File: src/rtl/ctrl_pkg.sv
// Types and defaults shared between the host-side sequencer and ctrl.
package ctrl_pkg;

  localparam int STEPW_DEF = 8;
  localparam int ADDRW_DEF = 12;

  typedef enum logic [1:0] {
    IDLE  = 2'd0,
    ISSUE = 2'd1,
    GAP   = 2'd2,
    FIN   = 2'd3
  } state_e;

  typedef struct packed {
    logic                 first;
    logic                 last;
    logic [ADDRW_DEF-1:0] in_addr;
    logic [ADDRW_DEF-1:0] out_addr;
  } cmd_t;

endpackage

File: src/rtl/ctrl_addr_gen.sv
// Input/output address channels: base load on job start, stride accumulate per step.
module ctrl_addr_gen
  import ctrl_pkg::*;
#(
  parameter int ADDRW = ADDRW_DEF
) (
  input  logic             clk,
  input  logic             xrst,
  input  logic             load,
  input  logic             step,
  input  logic [ADDRW-1:0] in_base,
  input  logic [ADDRW-1:0] out_base,
  input  logic [ADDRW-1:0] stride,
  output logic [ADDRW-1:0] in_addr,
  output logic [ADDRW-1:0] out_addr
);

  logic [ADDRW-1:0] in_addr_q, in_addr_d;
  logic [ADDRW-1:0] out_addr_q, out_addr_d;
  logic [ADDRW-1:0] stride_q, stride_d;

  // Sums wrap silently at 2^ADDRW.
  always_comb begin
    in_addr_d  = in_addr_q;
    out_addr_d = out_addr_q;
    stride_d   = stride_q;
    if (load) begin
      in_addr_d  = in_base;
      out_addr_d = out_base;
      stride_d   = stride;
    end else if (step) begin
      in_addr_d  = in_addr_q + stride_q;
      out_addr_d = out_addr_q + stride_q;
    end
  end

  always_ff @(posedge clk or negedge xrst) begin
    if (!xrst) begin
      in_addr_q  <= '0;
      out_addr_q <= '0;
      stride_q   <= '0;
    end else begin
      in_addr_q  <= in_addr_d;
      out_addr_q <= out_addr_d;
      stride_q   <= stride_d;
    end
  end

  assign in_addr  = in_addr_q;
  assign out_addr = out_addr_q;

endmodule

File: src/rtl/ctrl_host_seq.sv
// Host-side sequencer: issues one timestep command per step to ctrl and waits for its ack.
//   state | meaning
//   IDLE  | waiting for start
//   ISSUE | req high for step k, waiting for ack (timeout armed)
//   GAP   | one-cycle req-low gap before the next step
//   FIN   | job complete, done pulse
module ctrl_host_seq
  import ctrl_pkg::*;
#(
  parameter int STEPW   = STEPW_DEF,
  parameter int ADDRW   = ADDRW_DEF,
  parameter int TIMEOUT = 4096
) (
  input  logic             clk,
  input  logic             xrst,
  input  logic             start,
  input  logic             abort,
  input  logic [STEPW-1:0] num_step,
  input  logic [ADDRW-1:0] in_base,
  input  logic [ADDRW-1:0] out_base,
  input  logic [ADDRW-1:0] stride,
  output logic             req,
  output logic             req_first,
  output logic             req_last,
  output logic [ADDRW-1:0] req_in_addr,
  output logic [ADDRW-1:0] req_out_addr,
  input  logic             ack,
  output logic [STEPW-1:0] step_idx,
  output logic             busy,
  output logic             done,
  output logic             err
);

  localparam int            TW       = $clog2(TIMEOUT);
  localparam logic [TW-1:0] TMO_LOAD = TW'(TIMEOUT - 1);

  state_e           state_q, state_d;
  logic [STEPW-1:0] k_q, k_d;
  logic [STEPW-1:0] num_step_q, num_step_d;
  logic [TW-1:0]    tmo_q, tmo_d;
  logic             err_q, err_d;
  logic             addr_load, addr_step;
  logic             is_last;

  assign is_last = (k_q == num_step_q - STEPW'(1));

  // Down-counter hits zero after TIMEOUT unacked cycles in ISSUE; ack on that cycle still wins.
  always_comb begin
    state_d    = state_q;
    k_d        = k_q;
    num_step_d = num_step_q;
    tmo_d      = tmo_q;
    err_d      = err_q;
    addr_load  = 1'b0;
    addr_step  = 1'b0;
    case (state_q)
      IDLE: begin
        if (start) begin
          num_step_d = num_step;
          k_d        = '0;
          err_d      = 1'b0;
          addr_load  = 1'b1;
          if (num_step != '0) begin
            state_d = ISSUE;
            tmo_d   = TMO_LOAD;
          end else begin
            state_d = FIN;
          end
        end
      end
      ISSUE: begin
        if (abort) begin
          state_d = IDLE;
        end else if (ack) begin
          if (is_last) begin
            state_d = FIN;
          end else begin
            k_d       = k_q + STEPW'(1);
            addr_step = 1'b1;
            state_d   = GAP;
          end
        end else if (tmo_q == '0) begin
          err_d   = 1'b1;
          state_d = IDLE;
        end else begin
          tmo_d = tmo_q - TW'(1);
        end
      end
      GAP: begin
        if (abort) begin
          state_d = IDLE;
        end else begin
          state_d = ISSUE;
          tmo_d   = TMO_LOAD;
        end
      end
      FIN: state_d = IDLE;
      default: state_d = IDLE;
    endcase
  end

  always_ff @(posedge clk or negedge xrst) begin
    if (!xrst) begin
      state_q    <= IDLE;
      k_q        <= '0;
      num_step_q <= '0;
      tmo_q      <= '0;
      err_q      <= 1'b0;
    end else begin
      state_q    <= state_d;
      k_q        <= k_d;
      num_step_q <= num_step_d;
      tmo_q      <= tmo_d;
      err_q      <= err_d;
    end
  end

  ctrl_addr_gen #(
    .ADDRW(ADDRW)
  ) u_addr_gen (
    .clk     (clk),
    .xrst    (xrst),
    .load    (addr_load),
    .step    (addr_step),
    .in_base (in_base),
    .out_base(out_base),
    .stride  (stride),
    .in_addr (req_in_addr),
    .out_addr(req_out_addr)
  );

  assign req       = (state_q == ISSUE);
  assign req_first = req && (k_q == '0);
  assign req_last  = req && is_last;
  assign step_idx  = k_q;
  assign busy      = (state_q != IDLE);
  assign done      = (state_q == FIN);
  assign err       = err_q;

endmodule

File: config.mk
export PLATFORM = sky130hd
export DESIGN_NAME = ctrl_host_seq
export DESIGN_NICKNAME = d
export VERILOG_FILES = /design/src/rtl/ctrl_pkg.sv /design/src/rtl/ctrl_addr_gen.sv /design/src/rtl/ctrl_host_seq.sv
export SDC_FILE = /design/constraint.sdc
export NUM_CORES = 1
export LEC_CHECK = 0
export CELL_PAD_IN_SITES_DETAIL_PLACEMENT = 0
export CELL_PAD_IN_SITES_GLOBAL_PLACEMENT = 1
export CORE_ASPECT_RATIO = 0.75
export CORE_MARGIN = 1
export CORE_UTILIZATION = 39
export DETAILED_ROUTE_END_ITERATION = 6
export PLACE_DENSITY_LB_ADDON = 0.1
export SLEW_MARGIN = 10
export SYNTH_ARGS = -nofsm -noshare
export SYNTH_HDL_FRONTEND = slang
export SYNTH_SLANG_ARGS = --single-unit
File: constraint.sdc
create_clock -name clk -period 3.15 [get_ports clk]
set_input_delay 0.4725 -clock clk [delete_from_list [all_inputs] [get_ports clk]]
set_output_delay 0.4725 -clock clk [all_outputs]
set_load 0.05 [all_outputs]
==> impl_metrics.tcl <==
set metrics [dict create \
    status "completed" \
    finClkSkew_ps 8.71 \
    power_frac_clock_pct 14.6 \
    maxCapViolCount 0 \
    top_signal_layer_used "met4" \
    leakage_nw 2.40 \
    post_synth_and_or_nand_nor_area_fraction_pct 22.8 \
    finish.cell_count_without_fillers 746 \
    power_density_nw_per_um2 1190 \
    maxSlewViolCount 0 \
    die_area_um2 11600 \
    sw_frac_of_total_pct 48.5 \
    synth_seq_cells 67 \
    grt.total_usage_pct 21.3 \
    worstPathBufferInverterCount 1 \
    worst-r2r-setup-slack_ps 300 \
    buffer_ports.inserted 86 \
    cts.htree.levels 3 \
    layout.filler_cells 1038 \
    post-route-drc-count 0 \
    synth_top_family_by_area "simple AND/OR/NAND/NOR gates" \
    final_setup_violation_count 0 \
    drtAntennaViolNets 0 \
    synth_mux_area_share_pct 1.15 \
    met3RoutedLength_um 733 \
    root_buffer_cell "sky130_fd_sc_hd__clkbuf_16" \
    placement.cell_area_um2 5410 \
    m1WireLength_mm 5.94 \
    post-dp-hpwl_mm 8.49 \
    synth-async-reset-ratio_pct 100 \
    post-route-period-util_pct 95.4 \
    nNetsFinal 678 \
    synthesis.area_um2 4360 \
    worst_setup_path_startpoint "num_step_q[2]$_DFFE_PN0P_" \
    length_of_routed_met2_wiring_mm 4.94 \
    fin_util_pct 52.4 \
    regArea_um2 1680 \
    clock_insertion_delay_worst_skew_ps 330 \
    grt_first_pass_wirelength_mm 18.7 \
    antenna_found_initial 0 \
    worst_r2r_start "num_step_q[2]$_DFFE_PN0P_" \
    syn_to_final_growth_pct 31.0 \
    synth_area_per_cell_um2 8.43 \
    final.setup.tns_ps 0 \
    period_needed_ps 3000 \
    synth_top_area_share_pct 38.5 \
    r2r.worst_path.cells 8 \
    chipWidth_um 124 \
    critPathArrivalTime_ps 2530 \
    crit-reg2reg-capture "u_addr_gen.in_addr[1]$_DFFE_PN0P_" \
    firstDrtPassIters 4 \
    seq_power_share_pct 23.1 \
    cts_tree "yes" \
    internal_power_mw 3.51 \
    postLayoutCellArea_um2 5710 \
    dp_slack_ps 279 \
    drive_gt1_share_pct 5.61 \
    hold_path_class "in2async" \
    finalWeightedCongestion 0.807 \
    worst_setup_hold_path_clk_slew_ps 60 \
    avgViaCountPerCell 5.33 \
    placementRows 33 \
    post-synth-top-area-cell "sky130_fd_sc_hd__dfrtp_1" \
    synth_xor_area_share_pct 5.83 \
    p_comb_share_pct 62.3 \
    worst_ep_required_time_ps 2680 \
    multi_input_gate_area_um2 2520 \
    final_critical_path_setup_slack_ps 145 \
    dr.first_iter.drc_count 206 \
    dp_cells 730 \
    p_total_mw 6.82 \
    netSwitchingPower_mw 3.31 \
    post_synth_num_cell_types 61 \
    critical_path.max_fanout 7 \
    timing.critical_path.cells "or4_1 -> or3_4 -> a2111oi_4 -> nand3_2 -> nor2_4 -> buf_12" \
    antenna_cells_inserted 0 \
    cts_made_buffers 9 \
    wl_per_cell_um 15.7 \
    synth_adder_area_share_pct 8.39 \
    layout_common_cells "sky130_fd_sc_hd__nand2_1 (101), sky130_fd_sc_hd__clkdlybuf4s50_1 (84), sky130_fd_sc_hd__dfrtp_1 (67), sky130_fd_sc_hd__nor2_1 (38), sky130_fd_sc_hd__a21oi_1 (33)" \
    synth_compound_gate_area_share_pct 19.3 \
    timing_hold_violations_final 0 \
    final_routed_wirelength_mm 11.7 \
    grt-ovfl-total 0 \
    io_pins 87 \
    floorplan.initialDensity_pct 40.0 \
    layout_commonest_cell "sky130_fd_sc_hd__nand2_1" \
    total_number_of_vias 3975 \
    clock_sinks 67 \
    grt_pass1_vias 3777 \
    sequential_area_share_after_synthesis_pct 38.5 \
    syn_inst 517 \
    final.hold.worst_slack_ps 127 \
    buffers_inserted_during_post_cts_setup_optimization 0 \
    synth-edff-count 0 \
    vdd.ir_drop.worst_v 0.000461 \
    fp.coreArea_um2 10900 \
    worst_path_largest_cell_delay_ps 580 \
    synthFlopType "sky130_fd_sc_hd__dfrtp_1" \
    worstSetupPathType "reg2out" \
    cts-root-to-sink-buffers 2 \
    kind_of_launch_point_of_the_worst_setup_path "flop" \
    syn-num-nets 594 \
    critical_path.endpoint_type "output port" \
    height_of_the_die_um 93.5 \
    grt_max_degree 60 \
    ys_warn_count 0 \
    highest_delay_cell_along_the_critical_path "sky130_fd_sc_hd__or4_1" \
    tightestPinTransition_ps 633 \
    slew_headroom_pct 57.4 \
    max_clock_freq_mhz 333 \
    synth_area_leaders "sky130_fd_sc_hd__dfrtp_1 (38%), sky130_fd_sc_hd__nand2_1 (8.7%), sky130_fd_sc_hd__ha_1 (7.5%)" \
    top_delay_family_on_crit_path "simple AND/OR/NAND/NOR gates" \
]
==> worst max path at each step <==
stage	depth (start not counted)	endpoint	slack (ps)
2_1_floorplan	4	req_first	50
3_3_place_gp	8	u_addr_gen.in_addr[1]$_DFFE_PN0P_	330
3_5_place_dp	8	u_addr_gen.in_addr[1]$_DFFE_PN0P_	280
4_1_cts	6	req_last	20
5_1_grt	6	req_last	-3
6_report	6	req_last	150
==> flip-flops by register name, summed over array words and instances, names as in the netlist <==
name                 cells
u_addr_gen.out_addr     12
u_addr_gen.stride_q     12
num_step_q               8
tmo_q                   12
step_idx                 8
u_addr_gen.in_addr      12
err                      1
state_q                  2
==> cells by family (layout without fill, tap and decap cells) <==
kind of cell	count (synthesis)	count (layout)
AND/OR/NAND/NOR	216	216
AO/OA/AOI/OAI	129	129
flip-flops	67	67
buffers and inverters	43	132
XOR/XNOR	29	29
adder cells (fa/ha/maj)	28	28
multiplexers	5	5
==> cell type report <==
cell class,instances,share of cell area [%]
clock inverter,2,0.614
multi-input combinational,407,44.1
clock buffer,14,4.45
timing repair buffer,95,17.0
sequential,67,29.4
tap,140,3.07
inverter,21,1.38
==> per-layer routing <==
layer / vias to the layer above / GRT usage (%)
met1: 1856 / 31.5
met4: 0 / 6.15
met5: - / 0
met2: 106 / 31.0
met3: 8 / 4.45
li1: 2005 / -
==> cell usage after synthesis, types with 2 or more instances <==
| cell | count |
|---|---|
| sky130_fd_sc_hd__nor4_1 | 9 |
| sky130_fd_sc_hd__o211ai_1 | 4 |
| sky130_fd_sc_hd__nand4_1 | 3 |
| sky130_fd_sc_hd__nor2b_1 | 4 |
| sky130_fd_sc_hd__nand3_1 | 14 |
| sky130_fd_sc_hd__and2_1 | 2 |
| sky130_fd_sc_hd__a41o_1 | 2 |
| sky130_fd_sc_hd__o21ai_1 | 17 |
| sky130_fd_sc_hd__o2111a_1 | 2 |
| sky130_fd_sc_hd__or3_1 | 5 |
| sky130_fd_sc_hd__a21oi_1 | 33 |
| sky130_fd_sc_hd__nand2b_1 | 7 |
| sky130_fd_sc_hd__o21ai_0 | 23 |
| sky130_fd_sc_hd__inv_1 | 21 |
| sky130_fd_sc_hd__ha_1 | 26 |
| sky130_fd_sc_hd__o21a_1 | 2 |
| sky130_fd_sc_hd__xnor2_1 | 20 |
| sky130_fd_sc_hd__a211oi_1 | 7 |
| sky130_fd_sc_hd__a2111oi_0 | 2 |
| sky130_fd_sc_hd__xor2_1 | 9 |
| sky130_fd_sc_hd__dfrtp_1 | 67 |
| sky130_fd_sc_hd__or4_1 | 3 |
| sky130_fd_sc_hd__clkbuf_1 | 16 |
| sky130_fd_sc_hd__nor3b_1 | 5 |
| sky130_fd_sc_hd__a31oi_1 | 11 |
| sky130_fd_sc_hd__a22oi_1 | 3 |
| sky130_fd_sc_hd__fa_1 | 2 |
| sky130_fd_sc_hd__o31ai_1 | 3 |
| sky130_fd_sc_hd__nand2_1 | 101 |
| sky130_fd_sc_hd__a21o_1 | 4 |
| sky130_fd_sc_hd__nor3_1 | 14 |
| sky130_fd_sc_hd__and3_1 | 3 |
| sky130_fd_sc_hd__nor2_1 | 39 |
| sky130_fd_sc_hd__buf_2 | 3 |
| sky130_fd_sc_hd__mux2i_1 | 5 |
==> power groups by stage <==
stage	Sequential (mW)	Clock, mW	Combinational (mW)
after floorplan	2.02	0	2.61
after global placement	1.58	0	4.17
after global routing	1.63	1.06	4.68
after detailed placement	1.59	0	4.22
final	1.58	0.995	4.24
after CTS	1.58	1.02	4.25
==> repair_timing <==
action	4_1_cts	5_1_grt
hold buffers	0	0
gates resized for setup	0	3
endpoints found under the setup margin	0	1
Note: power is estimated with default switching activity, not from simulation.
